--- src/rtl/sobel_dispatch_if.sv ---
// Bundle of the dispatcher's kernel-style port and its pool-facing port.
// master = dispatcher side, slave = window source / sink / kernel pool side.
interface sobel_dispatch_if #(
    parameter int p_data_bits = 8,
    parameter int p_units     = 4,
    parameter int p_idx_bits  = 2
);
    logic                             busy_out;
    logic                             valid_in;
    logic [9*p_data_bits-1:0]         data_in;
    logic                             valid_out;
    logic [p_data_bits-1:0]           data_out;
    logic [p_units-1:0]               unit_valid_in;
    logic [9*p_data_bits-1:0]         unit_data;
    logic [p_units-1:0]               unit_busy;
    logic [p_units-1:0]               unit_valid_out;
    logic [p_units*p_data_bits-1:0]   unit_data_out;
    logic [p_idx_bits:0]              inflight_out;
    logic                             err_out;

    modport master (
        output busy_out, valid_out, data_out, unit_valid_in, unit_data, inflight_out, err_out,
        input  valid_in, data_in, unit_busy, unit_valid_out, unit_data_out
    );

    modport slave (
        input  busy_out, valid_out, data_out, unit_valid_in, unit_data, inflight_out, err_out,
        output valid_in, data_in, unit_busy, unit_valid_out, unit_data_out
    );
endinterface

--- src/rtl/sobel_dispatch.sv ---
// Round-robin dispatcher sharing a pool of Sobel kernel units behind one port;
// results are parked per unit and retired in acceptance order via a tag FIFO.
module sobel_dispatch #(
    parameter int p_data_bits = 8,
    parameter int p_units     = 4,
    parameter int p_idx_bits  = 2
) (
    input  logic            i_clk,
    input  logic            i_rst,
    sobel_dispatch_if.master bus
);
    localparam int lp_iw = (p_idx_bits < 1) ? 1 : p_idx_bits;
    localparam int lp_cw = p_idx_bits + 1;
    localparam int lp_ww = 9 * p_data_bits;

    typedef logic [lp_iw-1:0] idx_t;
    typedef logic [lp_cw-1:0] cnt_t;

    logic [p_units-1:0]     inflight_q, inflight_d;
    logic [p_units-1:0]     slot_full_q, slot_full_d;
    logic [p_data_bits-1:0] slot_q [p_units];
    logic [p_data_bits-1:0] slot_d [p_units];
    idx_t                   tag_q [p_units];
    idx_t                   tag_d [p_units];
    idx_t                   rr_q, rr_d, head_q, head_d, tail_q, tail_d;
    cnt_t                   count_q, count_d;
    logic                   valid_out_q, valid_out_d;
    logic [p_data_bits-1:0] data_out_q, data_out_d;
    logic [p_units-1:0]     unit_valid_in_q, unit_valid_in_d;
    logic [lp_ww-1:0]       unit_data_q, unit_data_d;
    logic                   err_q, err_d;

    logic [p_units-1:0]     free;
    logic                   found, busy, accept, retire;
    idx_t                   grant, head_unit;

    function automatic idx_t wrap_add(idx_t base, int off);
        return idx_t'((int'(base) + off) % p_units);
    endfunction

    assign free      = ~inflight_q & ~bus.unit_busy;
    assign head_unit = tag_q[head_q];
    assign retire    = (count_q != '0) && slot_full_q[head_unit];
    assign busy      = !found || i_rst;
    assign accept    = bus.valid_in && !busy;

    // First free unit at or after the round-robin pointer.
    always_comb begin
        grant = rr_q;
        found = 1'b0;
        for (int i = 0; i < p_units; i++) begin
            if (!found && free[wrap_add(rr_q, i)]) begin
                grant = wrap_add(rr_q, i);
                found = 1'b1;
            end
        end
    end

    always_comb begin
        inflight_d      = inflight_q;
        slot_full_d     = slot_full_q;
        slot_d          = slot_q;
        tag_d           = tag_q;
        rr_d            = rr_q;
        head_d          = head_q;
        tail_d          = tail_q;
        valid_out_d     = 1'b0;
        data_out_d      = data_out_q;
        unit_valid_in_d = '0;
        unit_data_d     = unit_data_q;
        err_d           = err_q;

        // A strobe is only legal from a unit that owns a window and has an empty slot.
        for (int k = 0; k < p_units; k++) begin
            if (bus.unit_valid_out[k]) begin
                if (inflight_q[k] && !slot_full_q[k]) begin
                    slot_full_d[k] = 1'b1;
                    slot_d[k]      = bus.unit_data_out[k*p_data_bits +: p_data_bits];
                end else begin
                    err_d = 1'b1;
                end
            end
        end

        if (retire) begin
            valid_out_d            = 1'b1;
            data_out_d             = slot_q[head_unit];
            slot_full_d[head_unit] = 1'b0;
            inflight_d[head_unit]  = 1'b0;
            head_d                 = wrap_add(head_q, 1);
        end

        if (accept) begin
            inflight_d[grant]      = 1'b1;
            tag_d[tail_q]          = grant;
            tail_d                 = wrap_add(tail_q, 1);
            rr_d                   = wrap_add(grant, 1);
            unit_valid_in_d[grant] = 1'b1;
            unit_data_d            = bus.data_in;
        end

        count_d = count_q + cnt_t'(accept) - cnt_t'(retire);
    end

    always_ff @(posedge i_clk) begin
        if (i_rst) begin
            inflight_q      <= '0;
            slot_full_q     <= '0;
            rr_q            <= '0;
            head_q          <= '0;
            tail_q          <= '0;
            count_q         <= '0;
            valid_out_q     <= 1'b0;
            data_out_q      <= '0;
            unit_valid_in_q <= '0;
            unit_data_q     <= '0;
            err_q           <= 1'b0;
        end else begin
            inflight_q      <= inflight_d;
            slot_full_q     <= slot_full_d;
            rr_q            <= rr_d;
            head_q          <= head_d;
            tail_q          <= tail_d;
            count_q         <= count_d;
            valid_out_q     <= valid_out_d;
            data_out_q      <= data_out_d;
            unit_valid_in_q <= unit_valid_in_d;
            unit_data_q     <= unit_data_d;
            err_q           <= err_d;
        end
    end

    // Slot and tag storage is qualified by the flags above, so it needs no reset.
    always_ff @(posedge i_clk) begin
        slot_q <= slot_d;
        tag_q  <= tag_d;
    end

    assign bus.busy_out      = busy;
    assign bus.valid_out     = valid_out_q;
    assign bus.data_out      = data_out_q;
    assign bus.unit_valid_in = unit_valid_in_q;
    assign bus.unit_data     = unit_data_q;
    assign bus.inflight_out  = count_q;
    assign bus.err_out       = err_q;
endmodule

--- src/flat_wrapper.sv ---
// flat-port wrapper written by rule: the top's interface ports become plain ports
module sobel_dispatch_flat 
#(
    parameter int p_data_bits = 8,
    parameter int p_units     = 4,
    parameter int p_idx_bits  = 2
)
  (i_clk, i_rst, bus_busy_out, bus_valid_out, bus_data_out, bus_unit_valid_in, bus_unit_data, bus_inflight_out, bus_err_out, bus_valid_in, bus_data_in, bus_unit_busy, bus_unit_valid_out, bus_unit_data_out);
  sobel_dispatch_if #(.p_data_bits(p_data_bits), .p_units(p_units), .p_idx_bits(p_idx_bits)) bus_i ();
  input  logic i_clk;
  input  logic i_rst;
  output wire logic [$bits(bus_i.busy_out)-1:0] bus_busy_out;
  output wire logic [$bits(bus_i.valid_out)-1:0] bus_valid_out;
  output wire logic [$bits(bus_i.data_out)-1:0] bus_data_out;
  output wire logic [$bits(bus_i.unit_valid_in)-1:0] bus_unit_valid_in;
  output wire logic [$bits(bus_i.unit_data)-1:0] bus_unit_data;
  output wire logic [$bits(bus_i.inflight_out)-1:0] bus_inflight_out;
  output wire logic [$bits(bus_i.err_out)-1:0] bus_err_out;
  input wire logic [$bits(bus_i.valid_in)-1:0] bus_valid_in;
  input wire logic [$bits(bus_i.data_in)-1:0] bus_data_in;
  input wire logic [$bits(bus_i.unit_busy)-1:0] bus_unit_busy;
  input wire logic [$bits(bus_i.unit_valid_out)-1:0] bus_unit_valid_out;
  input wire logic [$bits(bus_i.unit_data_out)-1:0] bus_unit_data_out;
  assign bus_busy_out = bus_i.busy_out;
  assign bus_valid_out = bus_i.valid_out;
  assign bus_data_out = bus_i.data_out;
  assign bus_unit_valid_in = bus_i.unit_valid_in;
  assign bus_unit_data = bus_i.unit_data;
  assign bus_inflight_out = bus_i.inflight_out;
  assign bus_err_out = bus_i.err_out;
  assign bus_i.valid_in = bus_valid_in;
  assign bus_i.data_in = bus_data_in;
  assign bus_i.unit_busy = bus_unit_busy;
  assign bus_i.unit_valid_out = bus_unit_valid_out;
  assign bus_i.unit_data_out = bus_unit_data_out;
  sobel_dispatch #(.p_data_bits(p_data_bits), .p_units(p_units), .p_idx_bits(p_idx_bits)) u_core (.i_clk(i_clk), .i_rst(i_rst), .bus(bus_i));
endmodule
--- config.mk ---
export PLATFORM = sky130hd
export DESIGN_NAME = sobel_dispatch_flat
export DESIGN_NICKNAME = d
export VERILOG_FILES = /design/src/rtl/sobel_dispatch_if.sv /design/src/rtl/sobel_dispatch.sv /design/src/flat_wrapper.sv
export SDC_FILE = /design/constraint.sdc
export NUM_CORES = 1
export LEC_CHECK = 0
export BUFFER_PORTS_ARGS = -buffer_cell sky130_fd_sc_hd__buf_2
export CORE_AREA = 2 2 107 186
export CTS_CLUSTER_SIZE = 20
export DETAILED_ROUTE_END_ITERATION = 6
export DIE_AREA = 0 0 109 188
export PLACE_DENSITY = 0.59
export SYNTH_ARGS = -nofsm -noshare
export SYNTH_HDL_FRONTEND = slang
export SYNTH_SLANG_ARGS = --single-unit
--- constraint.sdc ---
create_clock -name i_clk -period 3.94 [get_ports i_clk]
set_input_delay 0.197 -clock i_clk [delete_from_list [all_inputs] [get_ports i_clk]]
set_output_delay 0.197 -clock i_clk [all_outputs]
set_load 0.005 [all_outputs]
## Word level (Yosys, flattened, before mapping)

Cells that the tools add are included.

- Logic and storage cells: 128
- Register bits after elaboration: 143
- Output and inout port bits: 90
- Bits of input ports: 115

- Mux-type cells: 50
- Bitwise logic cells: 11
- $add $sub $neg: 8
- Order comparisons: 12
- Reductions and logical operators: 28

Operators with widths:

| cell | number |
|---|---|
| 2-to-1 mux 1 bit | 28 |
| less-than comparator 2 x 3 -> 1 bit, second input constant | 6 |
| binary-select mux 8 bit (select 2 bit) | 1 |
| 2-to-1 mux 8 bit | 2 |
| AND 4 bit | 3 |
| logical AND 1 bit | 12 |
| 2-to-1 mux 2 bit | 6 |
| 2-to-1 mux 4 bit | 3 |
| NOT 4 bit | 3 |
| binary-select mux 1 bit (select 2 bit) | 5 |
| greater-or-equal comparator 3 bit, second input constant | 3 |
| zero test 1 bit | 9 |
| NOT 2 -> 3 bit | 3 |
| adder 2 x 1 -> 2 bit, second input constant | 4 |
| bitwise mux 8 bit | 1 |
| AND reduction 2 bit | 4 |
| adder 2 bit, second input constant | 2 |
| binary-select mux 2 bit (select 2 bit) | 1 |
| demux 1 bit (select 2 bit) | 2 |
| demux 2 bit (select 2 bit) | 1 |
| greater-or-equal comparator 2 x 1 -> 1 bit, second input constant | 2 |
| OR 4 bit | 1 |
| adder 3 x 1 -> 3 bit | 1 |
| less-than comparator 3 x 1 -> 1 bit, second input constant | 1 |
| 5 further kinds | 5 |

## Longest topological paths before layout

- Depth after elaboration: 20
- Depth in mapped cells: 14
- Depth with buffers taken out: 11

## Worst setup path before layout

No wires, ideal clock.

- Kind: register to register
- Start point: register u_core.head_q[0]
- End point: register u_core.count_q[2] (netlist: u_core.bus.inflight_out[2])
- Period minus slack after synthesis: 2.900 ns
- Setup slack: 1.040 ns
- Arrival: 2.772 ns
- Stages on the path, launching flop included: 14
- Cell sequence: dfxtp_1 > mux4_2 > buf_6 > mux2i_2 > a211o_1 > buf_6 > nor2_1 > ha_1 > inv_1 > ha_1 > inv_1 > fa_1 > xnor2_1 > nor2_1

- Word-level cells in the longest chain between the ends: 8

Ends and longest elaborated chain:

| what | RTL line | text |
|---|---|---|
| start: declaration | sobel_dispatch.sv:25 | `idx_t rr_q, rr_d, head_q, head_d, tail_q, tail_d;` |
| start signal: assignment | sobel_dispatch.sv:110 | `head_q <= '0;` |
| start signal: assignment | sobel_dispatch.sv:122 | `head_q <= head_d;` |
| NOT 2 -> 3 bit (implied by the code) | sobel_dispatch.sv:42 | `assign head_unit = tag_q[head_q];` |
| binary-select mux 2 bit (select 2 bit) | sobel_dispatch.sv:42 |  |
| 2-to-1 mux 2 bit (implied by the code) (2 in a row) | sobel_dispatch.sv:42 |  |
| binary-select mux 1 bit (select 2 bit) | sobel_dispatch.sv:43 | `assign retire = (count_q != '0) && slot_full_q[head_unit];` |
| 2-to-1 mux 1 bit (implied by the code) | sobel_dispatch.sv:43 |  |
| logical AND 1 bit | sobel_dispatch.sv:43 |  |
| net u_core.retire | sobel_dispatch.sv:34 | `logic found, busy, accept, retire;` |
| subtractor 3 x 1 -> 3 bit | sobel_dispatch.sv:102 | `count_d = count_q + cnt_t'(accept) - cnt_t'(retire);` |
| end signal: assignment | sobel_dispatch.sv:124 | `count_q <= count_d;` |
| end: declaration | sobel_dispatch.sv:26 | `cnt_t count_q, count_d;` |

The timed path passes the listed nets, and every way through them passes these cells. The select of a mux whose other input is x is not followed.
A chain may end at the register's enable or synchronous reset.

## Worst setup path in the final report

- Start point: register u_core.head_q[1]
- End point: register u_core.count_q[2] (netlist: u_core.bus.inflight_out[2])

The elaborated chain is that of the path after synthesis.

==> results.md <==
* Run status: finished clean
* Detailed-route wire length per cell at 13.8 um
* Share of synthesized registers carrying an async set or reset at 0
* Clock root cell: sky130_fd_sc_hd__clkbuf_16
* Gate count of the mapped netlist at 574
* Synth Area per Inst at 9.71 um^2
* Number of filler instances in the final layout at 1801
* Crit Path Category: register to register
* Row count at 67
* Chip width at 109 um
* Worst flop-to-flop path endpoint: u_core.bus.inflight_out[2]
* Port Buffer Count at 204
* CTS max path bufs at 2
* Initial core utilization at 0.293
* Full die area at 20500 um^2
* Grt ovf at 0
* Clock buffer count from CTS at 17
* DRC Markers at 0
* Clock latency at the later pin of the worst-skew pair at 0.41 ns
* Routed Wire Length at 15500 um
* Power density over the cells at 509 nW/um^2
* Instance area at placement at 6730 um^2
* Number of antenna violations at the first check in global routing at 2
* Core region area at 19000 um^2
* Wire length of the first global-routing pass at 25000 um
* Hold path cells at 3
* Flop2flop setup slack at 0.74 ns
* Type of the tightest min-delay check: input port to register
* Critical Path RT at 4.22 ns
* Post-Synthesis Net Count at 700
* Synth Flop Type: sky130_fd_sc_hd__dfxtp_1
* Post-detailed-route via-to-cell ratio at 4.51
* Number of distinct library cells after synthesis at 51
* Clock input transition at the sequential cells of the worst setup and hold paths at 0.06 ns
* Core Util, Final at 0.438
* Synth-to-Final Area Change at 49.6%
* Fraction of the yosys area taken by sequential cells at 0.586
* Number of gates resized after CTS at 0
* Die height at 188 um
* Synthesis-stage register bit count at 143
* Final standard cell area without fillers at 8330 um^2
* Setup repair after global routing missed its margin: no
* Netlist area before placement at 5570 um^2
* Maximum number of pins on one net before global-route repair at 98
* Type of destination of the critical path: register
* Count of final hold-check violations at 0
* Top-area cell type share of the netlist area at 0.370
* Setup tns final at 0 ns
* CTS sink cnt at 143
* Max-slew violations at 0
* TritonCTS clock tree: done
* Setup-violating endpoint count in the final report at 0
* Ranking of synthesized cells by area: sky130_fd_sc_hd__dfxtp_1 (37%), sky130_fd_sc_hd__edfxtp_1 (22%), sky130_fd_sc_hd__nand2_1 (10%), sky130_fd_sc_hd__o21ai_0 (6.0%), sky130_fd_sc_hd__mux2i_1 (3.6%)
* Number of antenna-violating nets in the routed design at 0
* Most frequent cells after synthesis: sky130_fd_sc_hd__nand2_1 (155), sky130_fd_sc_hd__dfxtp_1 (103), sky130_fd_sc_hd__o21ai_0 (67)
* Max-Slew Margin vs Limit at 0.423
* Final worst-path cycle share at 0.813
* Number of ports placed on the die boundary at 205
* Worst ir drop on vdd at 253 uV
* Standard cell with the maximum stage delay on the critical path: sky130_fd_sc_hd__o41ai_2
* Buffers & Inverters on Critical Path at 2
* Crit path largest cell delay at 0.50 ns
* Overall global routing resource usage at 0.156
* Worst Reg2Reg Path Length in Cells at 11
* Cell type with the largest total area after synthesis: sky130_fd_sc_hd__dfxtp_1
* Level count of the clock H-tree at 4
* Biggest fanout along the worst timing path at 13
* Worst hold start: bus_data_in[62]
* Max capacitance violation total at 0
* Share of final-layout standard cells stronger than drive strength 1 at 0.288
* Startpoint type of the worst setup path: register
* Via count at 5060
* TritonRoute pass-1 iters at 6
* Crit path DAT at 3.49 ns
* Leakage power figure at 3.60 nW
* Critical path, cell by cell: mux2_2 > o41ai_2 > a211o_1 > nor2_1 > ha_1 > inv_1 > ha_1 > inv_1 > fa_1 > xnor2_1 > nor2_1
* Total area of multi-input combinational cells at 2070 um^2
* Worst clock skew at 0.00688 ns
* Half-perimeter wire length of the detailed placement result at 10600 um
* Final estimated routing congestion in global placement at 0.794
* Min Tclk post-route at 3.20 ns
* Initial DRC count at 188
* Fmax achieved at 0.312 GHz
* Area taken by flip-flops and latches at 3260 um^2
* Worst hold path endpoint: u_core.bus.unit_data[62]
* Worst reg2reg path startpoint: u_core.head_q[1]
* Final net count at 993
* Pin slew with the least headroom to its limit at 0.865 ns
* Number of synthesized flops with an enable pin at 40
* Cell family contributing the most delay on the critical path: compound AO/OA/AOI/OAI gates
* Vias in the first global route at 5149
* Most numerous cell in the Yosys netlist: sky130_fd_sc_hd__nand2_1
* Yosys warning count at 0
==> metal layers <==
| layer | up-vias | routed length [um] | global-route usage | share of wire |
|---|---|---|---|---|
| met5 | - | 0 | 0 | 0 |
| met1 | 2312 | 5710 | 0.154 | 0.37 |
| met3 | 36 | 893 | 0.0424 | 0.057 |
| met2 | 167 | 8390 | 0.288 | 0.54 |
| li1 | 2545 | - | - | - |
| met4 | 0 | 556 | 0.0814 | 0.036 |
==> power by group <==
part           internal, mW  switching [mW]  total [mW]
registers              1.68           0.103        1.78
clock network         0.899           0.651        1.55
logic                 0.422           0.486       0.908
total                  3.00            1.24        4.24
==> worst min-delay path: stages <==
cell	delay, ns
sky130_fd_sc_hd__buf_2	0.10
sky130_fd_sc_hd__nand2_1	0.05
sky130_fd_sc_hd__o21ai_1	0.06
==> metrics by stage <==
step | cells | hold slack [ns] | power [mW] | setup slack, ns
floorplan | 574 | 0.269 | 2.35 | 1.04
global placement | 986 | 0.375 | 2.65 | 0.790
detailed placement | 986 | 0.375 | 2.66 | 0.761
CTS | 1121 | 0.00172 | 4.31 | 0.725
global route | 1121 | 0.0289 | 4.49 | 0.469
finish | 1123 | 0.0287 | 4.24 | 0.736
==> final cells by class <==
| cell class | instances | share of cell area |
|---|---|---|
| sequential | 143 | 0.392 |
| timing repair buffer | 311 | 0.250 |
| multi-input combinational | 383 | 0.249 |
| clock buffer | 19 | 0.0531 |
| tap | 241 | 0.0362 |
| clock inverter | 13 | 0.0152 |
| inverter | 11 | 0.00495 |
| antenna | 2 | 0.000601 |
==> state kept, by name, summed over array words and instances, names as in the netlist <==
signal                    cells
u_core.slot_q                32
u_core.tag_q                  8
u_core.slot_full_q            4
u_core.bus.inflight_out       3
u_core.bus.err_out            1
u_core.head_q                 2
u_core.bus.unit_valid_in      4
u_core.bus.unit_data         72
u_core.tail_q                 2
u_core.rr_q                   2
u_core.inflight_q             4
u_core.bus.data_out           8
u_core.bus.valid_out          1
==> cell families (layout without fill, tap and decap cells) <==
kind of cell	after synthesis	after routing	synth area share
XOR/XNOR	3	3	0.00472
AO/OA/AOI/OAI	115	115	0.120
other	0	2	0
buffers and inverters	48	354	0.0433
adder cells (fa/ha/maj)	11	11	0.0260
multiplexers	25	25	0.0485
flip-flops	143	143	0.586
AND/OR/NAND/NOR	229	229	0.172
==> cell usage in the layout (no fill, tap or decap), types with 3 or more instances in the layout <==
master,synthesis,layout
sky130_fd_sc_hd__dfxtp_1,103,103
sky130_fd_sc_hd__clkinv_4,0,3
sky130_fd_sc_hd__buf_2,6,204
sky130_fd_sc_hd__buf_4,0,4
sky130_fd_sc_hd__and2_1,7,7
sky130_fd_sc_hd__inv_1,10,10
sky130_fd_sc_hd__ha_1,10,10
sky130_fd_sc_hd__nor4_1,8,8
sky130_fd_sc_hd__mux2_2,3,3
sky130_fd_sc_hd__nand2b_1,4,4
sky130_fd_sc_hd__edfxtp_1,40,40
sky130_fd_sc_hd__mux2i_1,20,20
sky130_fd_sc_hd__nor2_1,31,31
sky130_fd_sc_hd__a211oi_1,4,4
sky130_fd_sc_hd__nor3_1,14,14
sky130_fd_sc_hd__inv_6,0,6
sky130_fd_sc_hd__o21ai_0,67,67
sky130_fd_sc_hd__nand2_1,155,155
sky130_fd_sc_hd__a21oi_1,17,17
sky130_fd_sc_hd__clkbuf_16,0,17
sky130_fd_sc_hd__dlygate4sd3_1,0,103
sky130_fd_sc_hd__o21ai_1,9,9
==> worst max path at each step <==
| stage | startpoint | end | slack, ns | cells after the start |
|---|---|---|---|---|
| 5_1_grt | u_core.head_q[1] | u_core.bus.inflight_out[2] | 0.47 | 11 |
| 3_3_place_gp | u_core.head_q[1] | u_core.bus.inflight_out[2] | 0.79 | 11 |
| 3_5_place_dp | u_core.head_q[1] | u_core.bus.inflight_out[2] | 0.76 | 11 |
| 6_report | u_core.head_q[1] | u_core.bus.inflight_out[2] | 0.74 | 11 |
| 2_1_floorplan | u_core.head_q[0] | u_core.bus.inflight_out[2] | 1.04 | 13 |
| 4_1_cts | u_core.head_q[1] | u_core.bus.inflight_out[2] | 0.72 | 11 |
==> timing repair <==
| item | 4_1_cts | 5_1_grt |
|---|---|---|
| hold buffers | 103 | 0 |
| hold endpoints to repair | 103 | 0 |
| setup buffers | 0 | 0 |
Power figures use the tool's default switching activity.
